**src/rtl/alu_shift_right_seq.sv**
```systemverilog
// Multi-cycle SRL/SRA unit: one power-of-two shift stage per clock, valid/ready on both sides.
// Optional SHIFTER_ZERO_SKIP_EN: finish early once no set shift-amount bits remain.
module alu_shift_right_seq #(
   parameter int WIDTH = 32,
   parameter int SHW   = 5
) (
   input  logic             clk,
   input  logic             rst_n,
   input  logic             flush,
   input  logic             in_valid,
   output logic             in_ready,
   input  logic [WIDTH-1:0] dataA,
   input  logic [SHW-1:0]   dataB,
   input  logic             arith,
   output logic             out_valid,
   input  logic             out_ready,
   output logic [WIDTH-1:0] dataOut
);

   typedef enum logic [1:0] {
      IDLE = 2'd0,
      BUSY = 2'd1,
      DONE = 2'd2
   } state_t;

   localparam logic [2:0] LAST_CNT = 3'(SHW - 1);

   state_t           state_reg, state_next;
   logic [WIDTH-1:0] acc_reg, acc_next;
   logic [SHW-1:0]   sh_reg, sh_next;
   logic             ar_reg, ar_next;
   logic [2:0]       cnt_reg, cnt_next;

   logic             accept;
   logic             fill;
   logic [WIDTH-1:0] stage_out [SHW];
   logic [SHW-1:0]   upper_zero;

   assign accept = in_valid && (state_reg == IDLE);

   // Fill is the live MSB; for SRA it still equals the original sign at every stage.
   assign fill = ar_reg & acc_reg[WIDTH-1];

   genvar gi;
   generate
      for (gi = 0; gi < SHW; gi++) begin : g_stage
         localparam int AMT = 1 << gi;
         assign stage_out[gi] = {{AMT{fill}}, acc_reg[WIDTH-1:AMT]};

         // upper_zero[gi]: no shift-amount bits set above stage gi
         if (gi == SHW - 1) begin : g_top
            assign upper_zero[gi] = 1'b1;
         end else begin : g_rest
            assign upper_zero[gi] = ~|sh_reg[SHW-1:gi+1];
         end
      end
   endgenerate

   // State register
   always_ff @(posedge clk or negedge rst_n) begin
      if (!rst_n) begin
         state_reg <= IDLE;
         acc_reg   <= '0;
         sh_reg    <= '0;
         ar_reg    <= 1'b0;
         cnt_reg   <= 3'd0;
      end else begin
         state_reg <= state_next;
         acc_reg   <= acc_next;
         sh_reg    <= sh_next;
         ar_reg    <= ar_next;
         cnt_reg   <= cnt_next;
      end
   end

   // Next-state logic; flush overrides everything
   always_comb begin
      state_next = state_reg;
      if (flush) begin
         state_next = IDLE;
      end else begin
         case (state_reg)
            IDLE: begin
               if (accept) begin
`ifdef SHIFTER_ZERO_SKIP_EN
                  state_next = (dataB == '0) ? DONE : BUSY;
`else
                  state_next = BUSY;
`endif
               end
            end
            BUSY: begin
               if (cnt_reg == LAST_CNT) begin
                  state_next = DONE;
               end
`ifdef SHIFTER_ZERO_SKIP_EN
               else if (upper_zero[cnt_reg]) begin
                  state_next = DONE;
               end
`endif
            end
            DONE: begin
               if (out_ready) begin
                  state_next = IDLE;
               end
            end
            default: state_next = IDLE;
         endcase
      end
   end

   // Datapath next values; flush leaves acc untouched
   always_comb begin
      acc_next = acc_reg;
      sh_next  = sh_reg;
      ar_next  = ar_reg;
      cnt_next = cnt_reg;
      if (flush) begin
         cnt_next = 3'd0;
      end else if (accept) begin
         acc_next = dataA;
         sh_next  = dataB;
         ar_next  = arith;
         cnt_next = 3'd0;
      end else if (state_reg == BUSY) begin
         if (sh_reg[cnt_reg]) begin
            acc_next = stage_out[cnt_reg];
         end
         cnt_next = cnt_reg + 3'd1;
      end
   end

   // Outputs depend on state only, so no partial result is ever visible
   always_comb begin
      in_ready  = (state_reg == IDLE);
      out_valid = (state_reg == DONE);
      dataOut   = acc_reg;
   end

   // Unused when the early-exit path is compiled out
   logic unused_ok;
   assign unused_ok = &{1'b0, upper_zero};

endmodule
```
**config.mk**
```make
export PLATFORM = sky130hd
export DESIGN_NAME = alu_shift_right_seq
export DESIGN_NICKNAME = d
export VERILOG_FILES = /design/src/rtl/alu_shift_right_seq.sv
export SDC_FILE = /design/constraint.sdc
export NUM_CORES = 1
export LEC_CHECK = 0
export BUFFER_PORTS_ARGS = -buffer_cell sky130_fd_sc_hd__buf_2
export CAP_MARGIN = 10
export CORE_MARGIN = 2
export CORE_UTILIZATION = 45
export DETAILED_ROUTE_END_ITERATION = 10
export GPL_TIMING_DRIVEN = 0
export PLACE_DENSITY = 0.8
export SLEW_MARGIN = 20
export SYNTH_ARGS = -nofsm -noshare
export SYNTH_HDL_FRONTEND = slang
export SYNTH_SLANG_ARGS = --single-unit
```
**constraint.sdc**
```tcl
create_clock -name clk -period 5.1 [get_ports clk]
set_input_delay 0.765 -clock clk [delete_from_list [all_inputs] [get_ports clk]]
set_output_delay 0.765 -clock clk [all_outputs]
set_load 0.05 [all_outputs]
```
# Word-level counts from Yosys, hierarchy flattened
# Index checks and enable logic that the tools add are counted.
[totals]
ff_bits = 43
out_inout_bits = 34
word_cells = 41
[classes]
n_addsub = 1
magnitude_cmp = 2
eq_ne = 6
n_mux = 16
bitwise_logic = 3
reduce_logical = 8
[ops]
columns = ["op", "count"]
rows = [
  ["$mux 32", 5],
  ["$bmux 32 s3", 1],
  ["$mux 3", 3],
  ["$mux 2", 4],
  ["$ne 3x2->1 const B", 2],
  ["$pmux 2 s3", 1],
  ["$reduce_and 3->1", 2],
  ["$ge 4x4->1 const B", 1],
  ["$lt 3x4->1 const B", 1],
  ["$not 3->4", 1],
  ["$reduce_bool 2->1", 2],
  ["$add 3x1->3 const B", 1],
  ["$bmux 1 s3", 1],
  ["$eq 3x3->1 const B", 1],
  ["$ne 3x3->1 const B", 1],
  ["$reduce_bool 3->1", 1],
  ["$eq 2x1->1 const B", 1],
  ["$eq 2x2->1 const B", 1],
  ["$logic_not 2->1", 1],
  ["$reduce_and 2->1", 1],
  ["$and 1x1->1", 1],
  ["$logic_and 1x1->1", 1],
  ["$mux 1", 1],
  ["$not 1->1", 1],
]

# Longest topological paths before layout
[depth]
word_depth = 7
depth_mapped = 9
depth_no_buf = 5

# Worst setup path before layout
# No wires, ideal clock.
[synth_path]
kind = "input to register"
start = "input in_valid"
end = "register acc_reg[5] (netlist: dataOut[5])"
arrival_time_ps = 1997
t_required_ps = 4975
path_slack_ps = 2978
stages = 8
cell_sequence = "or3b_1 -> buf_6 -> and3_4 -> buf_6 -> buf_8 -> nand2_1 -> nand2_1 -> mux2_4"
[synth_via]
elab_chain_len = 3
[synth_lines]
columns = ["element", "line_no", "source"]
rows = [
  ["from (decl)", "10", "input logic in_valid,"],
  ["$logic_and 1x1->1 (*)", "39", "assign accept = in_valid && (state_reg == IDLE);"],
  ["$reduce_bool 2->1 (no source line)", "n/a", ""],
  ["$reduce_and 3->1 (no source line)", "n/a", ""],
  ["to (signal assigned)", "69", "acc_reg <= acc_next;"],
  ["to (decl)", "29", "logic [WIDTH-1:0] acc_reg, acc_next;"],
]
# Mark *: on every way between the ends. The rest lies on a longest branch, timed or not.
# A chain may end at the register's enable or synchronous reset.

# Worst setup path after layout
# Same ends and word-level chain as after synthesis.

==> results <==
- The time the final worst path needs with I/O delays and setup is 2.070 ns.
- Pin placement for this block handled a little under 80 I/O pins.
- The data arrival time of the critical path is approximately 2.3 ns.
- The fraction of post-synthesis cell area in the top cell type by area is roughly 34%.
- The final routed DRC violation total is 0.
- The area growth from synthesis to layout is 18.69%.
- In this run the post-CTS setup repair buffer count came out at 0.
- The initial antenna violation count is 0.
- In this run the worst path has a maximum fanout of 10.
- The final core utilization is a little over half.
- The slack of the worst reg-to-reg path is approximately 3 ns.
- The number of flops mapped to enable cells by yosys is 0.
- The die is about 87 um wide.
- Along the worst hold path, the cell count comes to 1.
- In this run the deepest clock path goes through 2 buffers.
- The wire length reported by the detailed router is 8.513 mm.
- The final max-slew violation count is 0.
- Entering global routing, the biggest net connects 44 pins.
- STA classifies the critical path endpoint as a flop.
- Synthesis produced a netlist whose cell count is approximately 290.
- For this design, the CTS-stage hold fixing added 0 buffers.
- Setup violations remaining at the end of the flow were counted as 0.
- The total via count in the routed design is 2722.
- Summed over all nets, the half-perimeter wirelength after detailed placement is between 6 and 7 mm.
- The most repeated cell in the gate-level netlist after synthesis is sky130_fd_sc_hd__dfrtp_1.
- The cell area after synthesis is 3127 um^2.
- The count of final hold-check violations came to 0.
- For the pin with the worst max-slew slack, the measured transition is 0.9432 ns.
- For this block, the initial DRC count from the detailed router was 300.
- Fill cells in the final layout number roughly 630.
- Buffers placed on the I/O ports in this run total 76.
- The number of maximum-capacitance violations is 0.
- The remaining number of nets flagged by the antenna check after routing is 0.
- The tightest slew margin relative to the limit is between 30% and 40%.
- The final clock skew is just over 0.01 ns.
- The share of post-route cells with drive strength above 1 is roughly 40%.
- The effective utilization at floorplan is between 40% and 50%.
- The maximum clock frequency is around 0.48 GHz.
- Adding up every negative setup slack in the final design gives 0 ns.
- The most used flip-flop cell after synthesis is sky130_fd_sc_hd__dfrtp_1.
- The worst-case hold path end point is dataOut[0].
- In this run the most critical hold path is launched from dataOut[0].
- The average detailed-routed wire length per instance is about 19 um.
- The cell at the root of the clock tree is sky130_fd_sc_hd__clkbuf_8.
- Each instance of the synthesized netlist takes up on average 10.67 um^2.
- After clock tree synthesis, the clock-pin slew on the worst setup and hold paths is roughly 0.090 ns.
- The ratio of final minimum period to clock period is between 40% and 50%.
- The leftover overflow at the end of global routing is 0.
- Summed over all cells, the static leakage comes to roughly 1.8 nW.
- STA classifies the critical path startpoint as an input pin.
- CTS saw 43 sinks.
- In this run the critical register-to-register path is captured at dataOut[5].
- Of all cell types, the one taking the most synthesized area is sky130_fd_sc_hd__dfrtp_1.
- The count of TritonRoute iterations in the first routing pass is 4.
- The H-tree was split into 2 levels.
- Clock tree synthesis inserted a total of 5 buffers.
- The die covers about 7600 um^2.
- The TritonCTS clock tree is done.
- The cell with the largest stage delay on the worst path is sky130_fd_sc_hd__nor3b_2.
- The flow ran to the end, and the final reports show no timing, DRC or antenna violations.
- The fraction of registers with async set/reset is 100.0%.
- In the final design database the tool counted approximately 420 nets.
- Yosys mapped the design onto 41 distinct sky130hd cell types.
- For this design the ratio of total power to cell area is a little under 600 nW/um^2.
- By area the synthesized netlist is led by sky130_fd_sc_hd__dfrtp_1 (34%), sky130_fd_sc_hd__mux4_2 (12%), sky130_fd_sc_hd__mux2_4 (10%), sky130_fd_sc_hd__mux2i_1 (5.4%), sky130_fd_sc_hd__nand2_1 (4.6%).
- On the worst path, the slowest cell contributes a delay of 0.33 ns.
- The repair_antennas step left the layout with diodes totalling 0.
- Global routing consumed, over all layers together, between 20% and 30% of the routing resources.
- The part of the Yosys area used for sequential elements is between 30% and 40%.
- The net count after synthesis is roughly 340.
- Ranked by instance count, the synthesized netlist is headed by sky130_fd_sc_hd__dfrtp_1 (43), sky130_fd_sc_hd__nand2_1 (38), sky130_fd_sc_hd__mux2_4 (21).
- The path class of the tightest hold or removal check is flop to flop.
- The post-synthesis sequential element count is 43.
- The count of standard-cell rows is 30.
- The final estimated routing congestion in global placement is approximately 0.92.
- The number of global-route vias before repair came to 2717.
- The type of the worst setup path is input pin to flop.
- The chip height is between 80 and 90 um.
- Using the TritonRoute via totals, the vias-per-cell ratio works out to between 5 and 6.
- Setup repair after global routing left no endpoint under its margin.
- The endpoint required time on the critical path is ~5.3 ns.
- The worst voltage drop across the vdd grid is roughly 0.42 mV.
- Once the clock tree was built, the resizer swapped 0 gates to a different size.
- The synthesis warning total is 0.
- The first global-routing pass estimated between 10 and 15 mm of wire.
- The register with the most flip-flops in the layout has 32 of them.
- The core box area is around 6800 um^2.
- Counting cells, the worst reg-to-reg path comes to 6.
- The worst register-to-register path begins at cnt_reg[1].
- The later pin in the worst-skew pair is clocked with a latency of 0.30 ns.
- Walking the worst path, the cells encountered are buf_2 -> nor3b_2 -> nor2_1 -> clkbuf_1 -> a22oi_1 -> nand2_1 -> mux2_4.
[power by group]
group,total [mW],internal [mW],switching [mW]
sequential,0.703,0.474,0.229
clock,0.248,0.123,0.125
combinational,1.19,0.465,0.726
[worst max-delay path, delay by kind of cell]
family / cells / cell delay [ns]
multiplexers: 1 / 0.26
AO/OA/AOI/OAI: 1 / 0.24
buffers and inverters: 2 / 0.36
AND/OR/NAND/NOR: 3 / 0.64
[kinds of logic after synthesis]
| group | Yosys count | share of synthesized area (%) |
|---|---|---|
| simple gates | 73 | 10.84 |
| buf+inv | 38 | 7.323 |
| mux | 63 | 30.65 |
| fa+ha+maj | 2 | 0.8002 |
| compound gates | 74 | 15.97 |
| flops | 43 | 34.41 |
[cell usage in the layout (no fill, tap or decap), types with 9 or more instances in the layout]
cell type / instances
sky130_fd_sc_hd__dfrtp_1: 43
sky130_fd_sc_hd__mux2_4: 21
sky130_fd_sc_hd__nor2_1: 16
sky130_fd_sc_hd__nor2b_1: 9
sky130_fd_sc_hd__buf_2: 82
sky130_fd_sc_hd__inv_1: 13
sky130_fd_sc_hd__mux2i_1: 17
sky130_fd_sc_hd__a21oi_1: 17
sky130_fd_sc_hd__nand2_1: 38
sky130_fd_sc_hd__mux4_2: 17
sky130_fd_sc_hd__o21ai_0: 14
sky130_fd_sc_hd__a22oi_1: 17
[worst max path at each step]
| stage | from | to | slack [ns] | cells past startpoint |
|---|---|---|---|---|
| floorplan | in_valid | dataOut[5] | 2.98 | 8 |
| global placement | in_valid | dataOut[4] | 2.76 | 7 |
| detailed placement | in_valid | dataOut[5] | 2.73 | 7 |
| CTS | in_valid | dataOut[5] | 3.06 | 7 |
| global route | cnt_reg[0] | dataOut[21] | 2.86 | 8 |
| finish | in_valid | dataOut[5] | 3.03 | 7 |
[final cells by class]
cell class,count,area (um^2),area share (%)
multi-input cells,212,1822,49.09
flip-flops and latches,43,1076,29.00
repair buffers,76,380.4,10.25
plain buffers,25,180.2,4.855
well taps,80,100.1,2.697
clock buffers,7,96.34,2.596
inverters,13,48.80,1.315
clock inverters,1,7.507,0.2023
[per-layer routing]
layer  track usage (%)  wire, um  vias up
met5                 0         0        -
met4             8.671       159        0
met3             3.507       683       21
met2             37.12      3937      145
met1             32.07      3732     1305
li1                  -         -     1251
[stage by stage]
| step | cell area (um^2) | worst slack [ns] | total power, mW | hold WS, ns | std cells |
|---|---|---|---|---|---|
| after CTS | 3711 | 3.057 | 2.138 | 0.5119 | 457 |
| after detailed placement | 3607 | 2.734 | 1.890 | 0.4922 | 449 |
| final | 3711 | 3.030 | 2.142 | 0.5060 | 457 |
| after global routing | 3711 | 2.862 | 2.252 | 0.5305 | 457 |
| after floorplan | 3127 | 2.978 | 1.577 | 0.4694 | 293 |
| after global placement | 3607 | 2.758 | 1.863 | 0.4850 | 449 |
No activity file was read; power rests on OpenSTA's default activity.
